### src/rtl/tenv_clock_ctrl_if.sv
// Request-side bundle for tenv_clock_ctrl: two reconfiguration requesters,
// each with valid/ready and the requested high/low times.
interface tenv_clock_ctrl_if #(
  parameter int unsigned TIME_W = 16
);
  logic              req0_valid;
  logic              req0_ready;
  logic [TIME_W-1:0] req0_high;
  logic [TIME_W-1:0] req0_low;
  logic              req1_valid;
  logic              req1_ready;
  logic [TIME_W-1:0] req1_high;
  logic [TIME_W-1:0] req1_low;

  modport master (
    output req0_valid, req0_high, req0_low,
    output req1_valid, req1_high, req1_low,
    input  req0_ready, req1_ready
  );

  modport slave (
    input  req0_valid, req0_high, req0_low,
    input  req1_valid, req1_high, req1_low,
    output req0_ready, req1_ready
  );
endinterface

### src/rtl/tenv_clock_ctrl.sv
// Round-robin reconfiguration sequencer for the testbench clock generator.
// Optional feature: define TENV_CLOCK_CTRL_HALT_EN to add the `halt` input.
module tenv_clock_ctrl #(
  parameter int unsigned TIME_W      = 16,
  parameter int unsigned STOP_CYCLES = 2,
  parameter int unsigned WARMUP      = 4,
  parameter int unsigned DEF_HIGH    = 10,
  parameter int unsigned DEF_LOW     = 10
) (
  input  logic              clk,
  input  logic              rst,
`ifdef TENV_CLOCK_CTRL_HALT_EN
  input  logic              halt,
`endif
  tenv_clock_ctrl_if.slave  req,
  output logic              gen_en,
  output logic              gen_init,
  output logic [TIME_W-1:0] gen_time_high,
  output logic [TIME_W-1:0] gen_time_low,
  output logic              running,
  output logic              grant_id,
  output logic              cfg_err
);

  localparam int unsigned CNT_MAX = (STOP_CYCLES > WARMUP) ? STOP_CYCLES : WARMUP;
  localparam int unsigned CNT_W   = (CNT_MAX > 1) ? $clog2(CNT_MAX) : 1;

  typedef enum logic [2:0] {IDLE, STOP, LOAD, INIT, WARM, RUN} state_t;

  state_t            state, state_d;
  logic [CNT_W-1:0]  cnt, cnt_d;
  logic [TIME_W-1:0] pend_high, pend_high_d;
  logic [TIME_W-1:0] pend_low, pend_low_d;
  logic [TIME_W-1:0] time_high_d, time_low_d;
  logic              ptr, ptr_d;
  logic              grant_d, cfg_err_d;
  logic              gen_en_d, gen_init_d, running_d;
  logic              halt_w;
  logic              open, sel1, accept;
  logic [TIME_W-1:0] sel_high, sel_low;

`ifdef TENV_CLOCK_CTRL_HALT_EN
  assign halt_w = halt;
`else
  assign halt_w = 1'b0;
`endif

  // Arbiter: a lone valid wins; on contention the pointer (not-last-grant) wins.
  assign open     = !rst && !halt_w && ((state == IDLE) || (state == RUN));
  assign sel1     = req.req1_valid && (!req.req0_valid || ptr);
  assign req.req0_ready = open && req.req0_valid && !sel1;
  assign req.req1_ready = open && sel1;
  assign accept   = req.req0_ready || req.req1_ready;
  assign sel_high = sel1 ? req.req1_high : req.req0_high;
  assign sel_low  = sel1 ? req.req1_low  : req.req0_low;

  always_ff @(posedge clk) begin
    if (rst) begin
      state         <= IDLE;
      cnt           <= '0;
      pend_high     <= '0;
      pend_low      <= '0;
      ptr           <= 1'b0;
      grant_id      <= 1'b0;
      cfg_err       <= 1'b0;
      gen_en        <= 1'b0;
      gen_init      <= 1'b0;
      running       <= 1'b0;
      gen_time_high <= TIME_W'(DEF_HIGH);
      gen_time_low  <= TIME_W'(DEF_LOW);
    end else begin
      state         <= state_d;
      cnt           <= cnt_d;
      pend_high     <= pend_high_d;
      pend_low      <= pend_low_d;
      ptr           <= ptr_d;
      grant_id      <= grant_d;
      cfg_err       <= cfg_err_d;
      gen_en        <= gen_en_d;
      gen_init      <= gen_init_d;
      running       <= running_d;
      gen_time_high <= time_high_d;
      gen_time_low  <= time_low_d;
    end
  end

  always_comb begin
    state_d     = state;
    cnt_d       = cnt;
    pend_high_d = pend_high;
    pend_low_d  = pend_low;
    ptr_d       = ptr;
    grant_d     = grant_id;
    cfg_err_d   = 1'b0;
    time_high_d = gen_time_high;
    time_low_d  = gen_time_low;

    case (state)
      IDLE, RUN: begin
        if (accept) begin
          grant_d     = sel1;
          ptr_d       = !sel1;
          pend_high_d = sel_high;
          pend_low_d  = sel_low;
          // Zero time is rejected: flag it and stay where we are.
          if ((sel_high == '0) || (sel_low == '0)) begin
            cfg_err_d = 1'b1;
          end else begin
            state_d = STOP;
            cnt_d   = CNT_W'(STOP_CYCLES - 1);
          end
        end
      end
      STOP: begin
        if (cnt == '0) begin
          state_d     = LOAD;
          time_high_d = pend_high;
          time_low_d  = pend_low;
        end else begin
          cnt_d = cnt - CNT_W'(1);
        end
      end
      LOAD: state_d = INIT;
      INIT: begin
        state_d = WARM;
        cnt_d   = CNT_W'(WARMUP - 1);
      end
      WARM: begin
        if (cnt == '0) state_d = RUN;
        else           cnt_d   = cnt - CNT_W'(1);
      end
      default: state_d = IDLE;
    endcase

    // Halt overrides everything outside IDLE; generator times are kept.
    if (halt_w && (state != IDLE)) begin
      state_d     = IDLE;
      cfg_err_d   = 1'b0;
      time_high_d = gen_time_high;
      time_low_d  = gen_time_low;
    end

    gen_en_d   = (state_d == WARM) || (state_d == RUN);
    gen_init_d = (state_d == INIT);
    running_d  = (state_d == RUN);
  end

endmodule
### src/flat_wrapper.sv
// flat-port wrapper written by rule: the top's interface ports become plain ports
module tenv_clock_ctrl_flat 
#(
  parameter int unsigned TIME_W      = 16,
  parameter int unsigned STOP_CYCLES = 2,
  parameter int unsigned WARMUP      = 4,
  parameter int unsigned DEF_HIGH    = 10,
  parameter int unsigned DEF_LOW     = 10
)
  (clk, rst, gen_en, gen_init, gen_time_high, gen_time_low, running, grant_id, cfg_err, req_req0_valid, req_req0_high, req_req0_low, req_req1_valid, req_req1_high, req_req1_low, req_req0_ready, req_req1_ready);
  tenv_clock_ctrl_if #(.TIME_W(TIME_W)) req_i ();
  input  logic clk;
  input  logic rst;
  output logic gen_en;
  output logic gen_init;
  output logic [TIME_W-1:0] gen_time_high;
  output logic [TIME_W-1:0] gen_time_low;
  output logic running;
  output logic grant_id;
  output logic cfg_err;
  input wire logic [$bits(req_i.req0_valid)-1:0] req_req0_valid;
  input wire logic [$bits(req_i.req0_high)-1:0] req_req0_high;
  input wire logic [$bits(req_i.req0_low)-1:0] req_req0_low;
  input wire logic [$bits(req_i.req1_valid)-1:0] req_req1_valid;
  input wire logic [$bits(req_i.req1_high)-1:0] req_req1_high;
  input wire logic [$bits(req_i.req1_low)-1:0] req_req1_low;
  output wire logic [$bits(req_i.req0_ready)-1:0] req_req0_ready;
  output wire logic [$bits(req_i.req1_ready)-1:0] req_req1_ready;
  assign req_i.req0_valid = req_req0_valid;
  assign req_i.req0_high = req_req0_high;
  assign req_i.req0_low = req_req0_low;
  assign req_i.req1_valid = req_req1_valid;
  assign req_i.req1_high = req_req1_high;
  assign req_i.req1_low = req_req1_low;
  assign req_req0_ready = req_i.req0_ready;
  assign req_req1_ready = req_i.req1_ready;
  tenv_clock_ctrl #(.TIME_W(TIME_W), .STOP_CYCLES(STOP_CYCLES), .WARMUP(WARMUP), .DEF_HIGH(DEF_HIGH), .DEF_LOW(DEF_LOW)) u_core (.clk(clk), .rst(rst), .req(req_i), .gen_en(gen_en), .gen_init(gen_init), .gen_time_high(gen_time_high), .gen_time_low(gen_time_low), .running(running), .grant_id(grant_id), .cfg_err(cfg_err));
endmodule
### config.mk
export PLATFORM = sky130hd
export DESIGN_NAME = tenv_clock_ctrl_flat
export DESIGN_NICKNAME = d
export VERILOG_FILES = /design/src/rtl/tenv_clock_ctrl_if.sv /design/src/rtl/tenv_clock_ctrl.sv /design/src/flat_wrapper.sv
export SDC_FILE = /design/constraint.sdc
export NUM_CORES = 1
export LEC_CHECK = 0
export ABC_AREA = 1
export BUFFER_PORTS_ARGS = -buffer_cell sky130_fd_sc_hd__buf_2
export CAP_MARGIN = 0
export CORE_ASPECT_RATIO = 0.9
export CORE_MARGIN = 10
export CORE_UTILIZATION = 35
export CTS_BUF_LIST = sky130_fd_sc_hd__clkbuf_4 sky130_fd_sc_hd__clkbuf_8 sky130_fd_sc_hd__clkbuf_16
export DETAILED_ROUTE_END_ITERATION = 10
export PLACE_DENSITY = 0.68
export SLEW_MARGIN = 30
export SYNTH_ARGS = -nofsm -noshare
export SYNTH_HDL_FRONTEND = slang
export SYNTH_SLANG_ARGS = --single-unit
export TNS_END_PERCENT = 100
### constraint.sdc
create_clock -name clk -period 1.91 [get_ports clk]
set_input_delay 0.382 -clock clk [delete_from_list [all_inputs] [get_ports clk]]
set_output_delay 0.382 -clock clk [all_outputs]
set_load 0.05 [all_outputs]
# After elaboration in Yosys (flattened, before gate mapping)
# Cells that the tools add are included.
dict set report word_totals {
  ff_bits 75
  input_bits 68
  out_inout_bits 39
  elab_cells 62
}
dict set report classes {
  add_sub_neg 1
  eq_ne 11
  n_mux 12
  bitwise 2
  n_reduce_logical 24
}
# operator count
set ops {}
lappend ops {{16-bit zero test} 2}
lappend ops {{16-bit 2-to-1 mux} 2}
lappend ops {{3-bit one-hot mux with 5 select lines} 1}
lappend ops {{3-bit equality test (second input constant)} 4}
lappend ops {{3-bit 2-to-1 mux} 4}
lappend ops {{3-bit by 2-bit equality test with 1-bit output (second input constant)} 3}
lappend ops {{2-bit 2-to-1 mux} 3}
lappend ops {{2-bit one-hot mux with 3 select lines} 1}
lappend ops {{1-bit logical AND} 5}
lappend ops {{1-bit logical OR} 5}
lappend ops {{2-bit != test (second input constant)} 2}
lappend ops {{2-bit AND reduction} 2}
lappend ops {{4-bit AND reduction} 1}
lappend ops {{2-bit OR reduction} 2}
lappend ops {{3-bit by 1-bit equality test with 1-bit output (second input constant)} 1}
lappend ops {{1-bit zero test} 3}
lappend ops {{3-bit zero test} 1}
lappend ops {{3-bit nonzero test} 1}
lappend ops {{3-bit OR reduction} 1}
lappend ops {{2-bit zero test} 1}
lappend ops {{2-bit by 1-bit != test with 1-bit output (second input constant)} 1}
lappend ops {{1-bit inverter} 2}
lappend ops {{2-bit by 1-bit subtractor with 2-bit output (second input constant)} 1}
lappend ops {{1-bit 2-to-1 mux} 1}

# Depth between registers and ports, before layout
# Gate-level depths: netlist of the first run.
dict set report logic_depth {
  depth_word 11
  ltp_mapped 15
  depth_no_buf 15
}

# Worst setup path after synthesis of the first run
# OpenSTA, ideal clock, no wires.
dict set report synth_path {
  path_kind {register -> output}
  start {register u_core.state[0]}
  end {output port req_req0_ready}
  t_arrival_ps 1409
  required_time_ps 1528
  slack_ps 119
  path_stages_with_launch 8
  path_buffers 0
  cell_sequence {dfxtp_1 inv_1 nor2_2 inv_2 nand3b_4 nor2_2 nand2_1 nor2_1}
}
dict set report synth_via {
  elab_chain_cells 5
  word_cells_on_any_way 6
  classes_between {eq/ne: 1; reduce/logical: 5}
}
# item line
set synth_lines {}
lappend synth_lines {{from (decl)} tenv_clock_ctrl.sv:30} ;# state_t state, state_d;
lappend synth_lines {{from (signal assigned)} tenv_clock_ctrl.sv:72} ;# state <= state_d;
lappend synth_lines {{3-bit equality test or 3-bit zero test (tied branches)} tenv_clock_ctrl.sv:49} ;# assign open = !rst && !halt_w && ((state == IDLE) || (state == RUN));
lappend synth_lines {{1-bit logical OR (*)} tenv_clock_ctrl.sv:49}
lappend synth_lines {{1-bit logical AND (*)} tenv_clock_ctrl.sv:49}
lappend synth_lines {{1-bit logical AND (*) (2 in a row)} tenv_clock_ctrl.sv:51} ;# assign req.req0_ready = open && req.req0_valid && !sel1;
lappend synth_lines {{to (decl)} flat_wrapper.sv:27} ;# output wire logic [$bits(req_i.req0_ready)-1:0] req_req0_ready;
# Mark *: on every way between the ends. The rest lies on a longest branch, timed or not.

# Final worst setup path of the first run
dict set report layout_path {
  start {register u_core.ptr}
  end {output port req_req1_ready}
}
dict set report layout_via {
  elab_chain_cells 3
}
# item line
set layout_lines {}
lappend layout_lines {{from (decl)} tenv_clock_ctrl.sv:35} ;# logic ptr, ptr_d;
lappend layout_lines {{from (signal assigned)} tenv_clock_ctrl.sv:76} ;# ptr <= ptr_d;
lappend layout_lines {{1-bit logical OR} tenv_clock_ctrl.sv:50} ;# assign sel1 = req.req1_valid && (!req.req0_valid || ptr);
lappend layout_lines {{1-bit logical AND} tenv_clock_ctrl.sv:50}
lappend layout_lines {{1-bit logical AND} tenv_clock_ctrl.sv:52} ;# assign req.req1_ready = open && sel1;
lappend layout_lines {{to (decl)} flat_wrapper.sv:28} ;# output wire logic [$bits(req_i.req1_ready)-1:0] req_req1_ready;
# No other way between the ends.

==> results of run 1 <==
state kept, by name (all words and copies together), names as in the netlist:
signal and count:
u_core.gen_time_high 16, u_core.gen_time_low 16, u_core.pend_high 16, u_core.pend_low 16, u_core.state 3, u_core.cnt 2, u_core.cfg_err 1, u_core.gen_en 1
u_core.gen_init 1, u_core.grant_id 1, u_core.ptr 1, u_core.running 1
worst max-delay path: stages (launching register included):
cell        delay [ns]
dfxtp_2           0.33
inv_2             0.06
nand2_4           0.07
nand2_4           0.11
clkinvlp_4        0.15
buf_4             0.16
nand2_1           0.11
inv_2             0.07
buf_6             0.15
repair_timing:
action	in CTS	in global routing
setup buffers	2	2
endpoints found under the setup margin	2	8
pin swaps	0	8
hold buffers	0	0
resized for setup	6	20
synth_stat cells (all sizes together):
master  instances  area share
inv            21       0.024
nand2         104        0.12
nand4           2      0.0038
a21oi           5      0.0087
buf            18       0.037
nand3          35       0.056
o211ai          2      0.0045
nand3b          1      0.0061
ha              1      0.0038
dfxtp          75        0.45
a22oi           1      0.0023
clkbuf         11       0.012
a31oi          32       0.061
o21ai          60       0.091
nor2           93        0.11
where the power goes:
group	internal, mW	switching [mW]
logic	0.783	1.96
registers	2.00	0.207
clock network	0.688	0.576
cell families (layout without fill, tap and decap cells):
logic type      after synthesis  after routing  share of synthesized area
simple gates                235            235                      0.301
compound gates              100            100                      0.167
flops                        75             75                      0.454
buf+inv                      50            159                     0.0738
fa+ha+maj                     1              1                    0.00379
layout make-up:
cell class	count	share of cell area
clock buffers	12	0.0371
clock inverters	4	0.0114
inverters	21	0.0193
well taps	122	0.0356
flip-flops and latches	75	0.351
repair buffers	122	0.172
multi-input cells	336	0.374
metal layers:
layer,share of wire,vias up
met5,0,-
met4,0.014,0
met3,0.076,10
met2,0.46,116
met1,0.45,1514
li1,-,1745
worst min path at each step:
| stage | cells past startpoint | slack (ns) | from | end |
|---|---|---|---|---|
| floorplan | 2 | 0.44 | u_core.pend_low[1] | u_core.gen_time_low[1] |
| global placement | 2 | 0.44 | u_core.gen_time_high[1] | u_core.gen_time_high[1] |
| detailed placement | 2 | 0.45 | u_core.gen_time_high[1] | u_core.gen_time_high[1] |
| CTS | 2 | 0.26 | rst | u_core.state[1] |
| global route | 2 | 0.28 | rst | u_core.state[1] |
| finish | 2 | 0.28 | rst | u_core.state[1] |
placed cells by master (no fill, tap or decap), types with 3 or more instances in the layout:
cell type / n
inv_1: 13
buf_4: 10
a21oi_1: 3
clkbuf_8: 11
buf_12: 6
dfxtp_1: 74
a31oi_1: 32
nor2_2: 9
inv_2: 6
buf_2: 104
nor2_1: 83
o21ai_1: 18
nand3_1: 33
nand2_1: 92
nand2_2: 10
o21ai_0: 42
stage by stage:
| stage | hold WS, ns | instance area [µm²] | setup slack, ns | utilization |
|---|---|---|---|---|
| final | 0.279 | 4290 | -0.0394 | 0.468 |
| after floorplan | 0.437 | 3300 | 0.119 | - |
| after global placement | 0.440 | 3980 | -0.0147 | 0.434 |
| after CTS | 0.263 | 4230 | -0.0147 | 0.462 |
| after global routing | 0.276 | 4290 | -0.121 | 0.468 |
| after detailed placement | 0.446 | 3980 | -0.0742 | 0.434 |
==> impl_metrics.env, run 1 <==
export IMPL_status="complete, but fails checks"
export IMPL_failed_checks="negative setup slack"
export IMPL_report_final_setup_viol=1
export IMPL_critPathMaxFanout=4
export IMPL_routed_via_density=4.89
export IMPL_path_clk_slew_ns=0.08
export IMPL_h_tree_depth=3
export IMPL_fmax_mhz=513
export IMPL_syn_to_final_growth_pct=29.7
export IMPL_grt_pass1_vias=3383
export IMPL_antenna_found_initial=0
export IMPL_drive_gt1_frac=0.304
export IMPL_tightest_slew_ns=0.404
export IMPL_vias=3385
export IMPL_ios=107
export IMPL_die_x_um=122
export IMPL_num_fill_cells=926
export IMPL_drcViolationCount=0
export IMPL_multi_input_area_um2=1600
export IMPL_r2r_slack_ns=0.04
export IMPL_crit_end="req_req1_ready"
export IMPL_antenna_left=0
export IMPL_hp_class="in -> reg"
export IMPL_p_per_area_nw_per_um2=1450
export IMPL_grt_most_used_layer="met2"
export IMPL_syn_inst=461
export IMPL_regToRegEndpoint="u_core.cnt[1]"
export IMPL_drtIter0Drc=140
export IMPL_clock_sinks=75
export IMPL_reg2reg_depth=16
export IMPL_use_met2=0.227
export IMPL_nNetsFinal=634
export IMPL_hold_viol_final=0
export IMPL_total_power_mw=6.21
export IMPL_grt_use_met1=0.178
export IMPL_ys_ff_latch=75
export IMPL_post_place_cells=672
export IMPL_avgSynthCellArea_um2=7.17
export IMPL_die_area_um2=13700
export IMPL_path_class="reg -> out"
export IMPL_critPathArrivalTime_ns=1.57
export IMPL_regArea_um2=1500
export IMPL_rows=33
export IMPL_finalClockSkew_ns=0.0101
export IMPL_syn_area_um2=3300
export IMPL_required_ns=1.53
export IMPL_yosys_warnings=0
export IMPL_die_y_um=112
export IMPL_wl_per_cell_um=14.6
export IMPL_tns_ns=-0.0394
export IMPL_placeableCoreArea_um2=9170
export IMPL_synth_seq_area_share=0.454
export IMPL_grt_overflow_total=0
export IMPL_port_buffers=106
export IMPL_stdcell_count=692
export IMPL_final_max_slew_violation_count=0
export IMPL_grt_use_met3=0.0496
export IMPL_fin_ws_ns=-0.0394
export IMPL_max_clock_path_buffers=2
export IMPL_routabilityCongestion=0.858
export IMPL_max_cap_violations=0
export IMPL_antenna_cells=0
export IMPL_fin_crit_ns=1.95
export IMPL_grt_pass1_wl_um=16100
export IMPL_ys_types=25
export IMPL_grt_max_degree=41
export IMPL_cts_inserted_buffers=9
export IMPL_leakagePower_nw=2.16
export IMPL_grt_util_all_layers=0.143
export IMPL_critPathLaunch="u_core.ptr"
export IMPL_cp_start_kind="flip-flop"
export IMPL_finalCritPeriodShare=1.02
export IMPL_clk_latency_ns=0.34
export IMPL_cts_root_buf="clkbuf_8"
export IMPL_syn_nets=530
export IMPL_hpwl_um=7440
export IMPL_reg2reg_from="u_core.ptr"
export IMPL_first_pass_iters=4
export IMPL_start_util=0.360
export IMPL_crit_path_end_kind="output pin"
export IMPL_rsz0062_at_grt="yes"
export IMPL_wirelength_um=10100
export IMPL_cts_tree="yes"
export IMPL_slew_headroom=0.730
export IMPL_ir_drop_mv=0.541
Power figures use the tool's default switching activity.
==> inputs of run 2 (changes only) <==
CORE_UTILIZATION = 50   (was 35)
GPL_ROUTABILITY_DRIVEN = 0   (was default)
PLACE_DENSITY = 0.88   (was 0.68)
SLEW_MARGIN = default   (was 30)
==> run 2 against run 1 <==
  * The run now ends clean
  * Setup slack improved by 0.10 ns
  * Register-to-register slack gained 0.08 ns
  * First-iteration DRC count increased by 88%
  * Total power is 5.0% higher
  * Sequential power about the same
  * Wire length fell by 1.3%
  * Combinational power rose by 4%
  * Global-route usage increased by 4.5 points
  * Utilization increased by 20 points
  * Clock power grew 16%
  * Clock skew up 0.0012 ns
  * Critical endpoint unchanged
==> impl_metrics.env, run 2 (synthesis gave the netlist of run 1 again) <==
export IMPL_status="finished clean"
export IMPL_r2r_slack_ns=0.12
export IMPL_hold_viol_final=0
export IMPL_first_pass_iters=5
export IMPL_crit_path_end_kind="output pin"
export IMPL_tightest_slew_ns=0.454
export IMPL_nNetsFinal=640
export IMPL_post_place_cells=644
export IMPL_rsz0062_at_grt="yes"
export IMPL_path_class="reg -> out"
export IMPL_total_power_mw=6.52
export IMPL_placeableCoreArea_um2=6520
export IMPL_crit_chain="inv_2, nand2_4, nand2_4, clkinvlp_4, buf_4, nand2_2, inv_2, buf_6"
export IMPL_grt_max_degree=37
export IMPL_reg2reg_depth=12
export IMPL_report_final_setup_viol=0
export IMPL_antenna_left=0
export IMPL_leakagePower_nw=2.20
export IMPL_die_x_um=106
export IMPL_start_util=0.507
export IMPL_die_area_um2=10300
export IMPL_stdcell_count=666
export IMPL_ios=107
export IMPL_antenna_found_initial=0
export IMPL_crit_end="req_req1_ready"
export IMPL_hold_depth=2
export IMPL_slew_headroom=0.697
export IMPL_fin_util=0.665
export IMPL_wl_per_cell_um=14.9
export IMPL_cts_inserted_buffers=9
export IMPL_drcViolationCount=0
export IMPL_cts_hold_buf=0
export IMPL_ir_drop_mv=1.01
export IMPL_hp_class="in -> reg"
export IMPL_critPathArrivalTime_ns=1.46
export IMPL_cpPeakStageDelay_ns=0.33
export IMPL_final_common_cell="buf_2"
export IMPL_regToRegEndpoint="u_core.pend_high[8]"
export IMPL_drtIter0Drc=263
export IMPL_grt_overflow_total=0
export IMPL_clock_sinks=75
export IMPL_path_clk_slew_ns=0.08
export IMPL_rows=28
export IMPL_cts_root_buf="clkbuf_8"
export IMPL_final_max_slew_violation_count=0
export IMPL_finalCritPeriodShare=0.966
export IMPL_grt_util_all_layers=0.188
export IMPL_max_clock_path_buffers=2
export IMPL_h_tree_depth=3
export IMPL_clk_latency_ns=0.35
export IMPL_syn_to_final_growth_pct=31.1
export IMPL_cp_start_kind="flip-flop"
export IMPL_finalClockSkew_ns=0.0113
export IMPL_layout_common_cells="104 x buf_2, 88 x nand2_1, 78 x nor2_1"
export IMPL_cp_slowest_cell="dfxtp_2"
export IMPL_fmax_mhz=542
export IMPL_vias=3565
export IMPL_routed_via_density=5.35
export IMPL_critPathLaunch="u_core.ptr"
export IMPL_grt_pass1_vias=3455
export IMPL_required_ns=1.53
export IMPL_cts_tree="yes"
export IMPL_reg2reg_from="u_core.ptr"
export IMPL_drive_gt1_frac=0.330
export IMPL_p_per_area_nw_per_um2=1500
export IMPL_antenna_cells=0
export IMPL_die_y_um=97.1
export IMPL_port_buffers=106
export IMPL_max_cap_violations=0
export IMPL_tns_ns=0
export IMPL_critPathMaxFanout=5
export IMPL_fin_crit_ns=1.84
export IMPL_wirelength_um=9940
export IMPL_grt_pass1_wl_um=16100
export IMPL_hpwl_um=7210
run 2: changes by cell type in the layout (fill, tap and decap cells not counted), moves of 2 or more:
| cell | delta |
|---|---|
| buf_4 | +9 |
| nor2_1 | -5 |
| o21ai_0 | +5 |
| o21ai_1 | -5 |
| buf_12 | -4 |
| nand2_1 | -4 |
| nor2_2 | +4 |
| nand2_4 | +3 |
| bufinv_16 | +2 |
| clkbuf_8 | -2 |
run 2: how the worst min path moves through the flow:
stage / end / startpoint / slack, ns
final: u_core.state[0] / rst / 0.29
after global routing: u_core.state[0] / rst / 0.29
after detailed placement: u_core.gen_time_high[1] / u_core.gen_time_high[1] / 0.45
after CTS: u_core.state[1] / rst / 0.26
after floorplan: u_core.gen_time_low[1] / u_core.pend_low[1] / 0.44
after global placement: u_core.gen_time_high[1] / u_core.gen_time_high[1] / 0.44
run 2: routing by layer:
metal  vias up  GRT usage  wire, µm
met5         -          0         0
met4         0     0.0676       238
met3        27     0.0703       886
met2       179      0.304      4820
met1      1614      0.223      3990
li1       1745          -         -
run 2: layout make-up:
type	instances	area, µm²
Clock buffer	9	124
Clock inverter	7	116
Fill cell	555	2180
Inverter	21	82.6
Multi-Input combinational cell	336	1660
Sequential cell	75	1500
Tap cell	90	113
Timing Repair Buffer	128	737
run 2: critical path, delay by kind of cell (launching register included):
kind / cells / cell delay (ns)
buf+inv: 5 / 0.54
flops: 1 / 0.33
simple gates: 3 / 0.25
run 2: timing repair:
| action | 4_1_cts | 5_1_grt |
|---|---|---|
| buffers inserted | 2 | 4 |
| setup endpoints to repair | 2 | 13 |
| hold endpoints to repair | 0 | 0 |
| pin swaps | 1 | 12 |
| resized for setup | 5 | 33 |
run 2: where the power goes:
| group | internal (mW) | switching [mW] | total, mW |
|---|---|---|---|
| Sequential | 2.00 | 0.219 | 2.22 |
| Clock | 0.865 | 0.593 | 1.46 |
| Combinational | 0.831 | 2.01 | 2.84 |
| Total | 3.69 | 2.83 | 6.52 |
run 2: through the flow:
stage	cell area, µm²	hold slack [ns]	setup WS, ns
after floorplan	3300	0.437	0.119
after global placement	3930	0.438	0.0230
after detailed placement	3930	0.449	-0.0460
after CTS	4200	0.260	0.000542
after global routing	4330	0.292	-0.0604
final	4330	0.294	0.0655
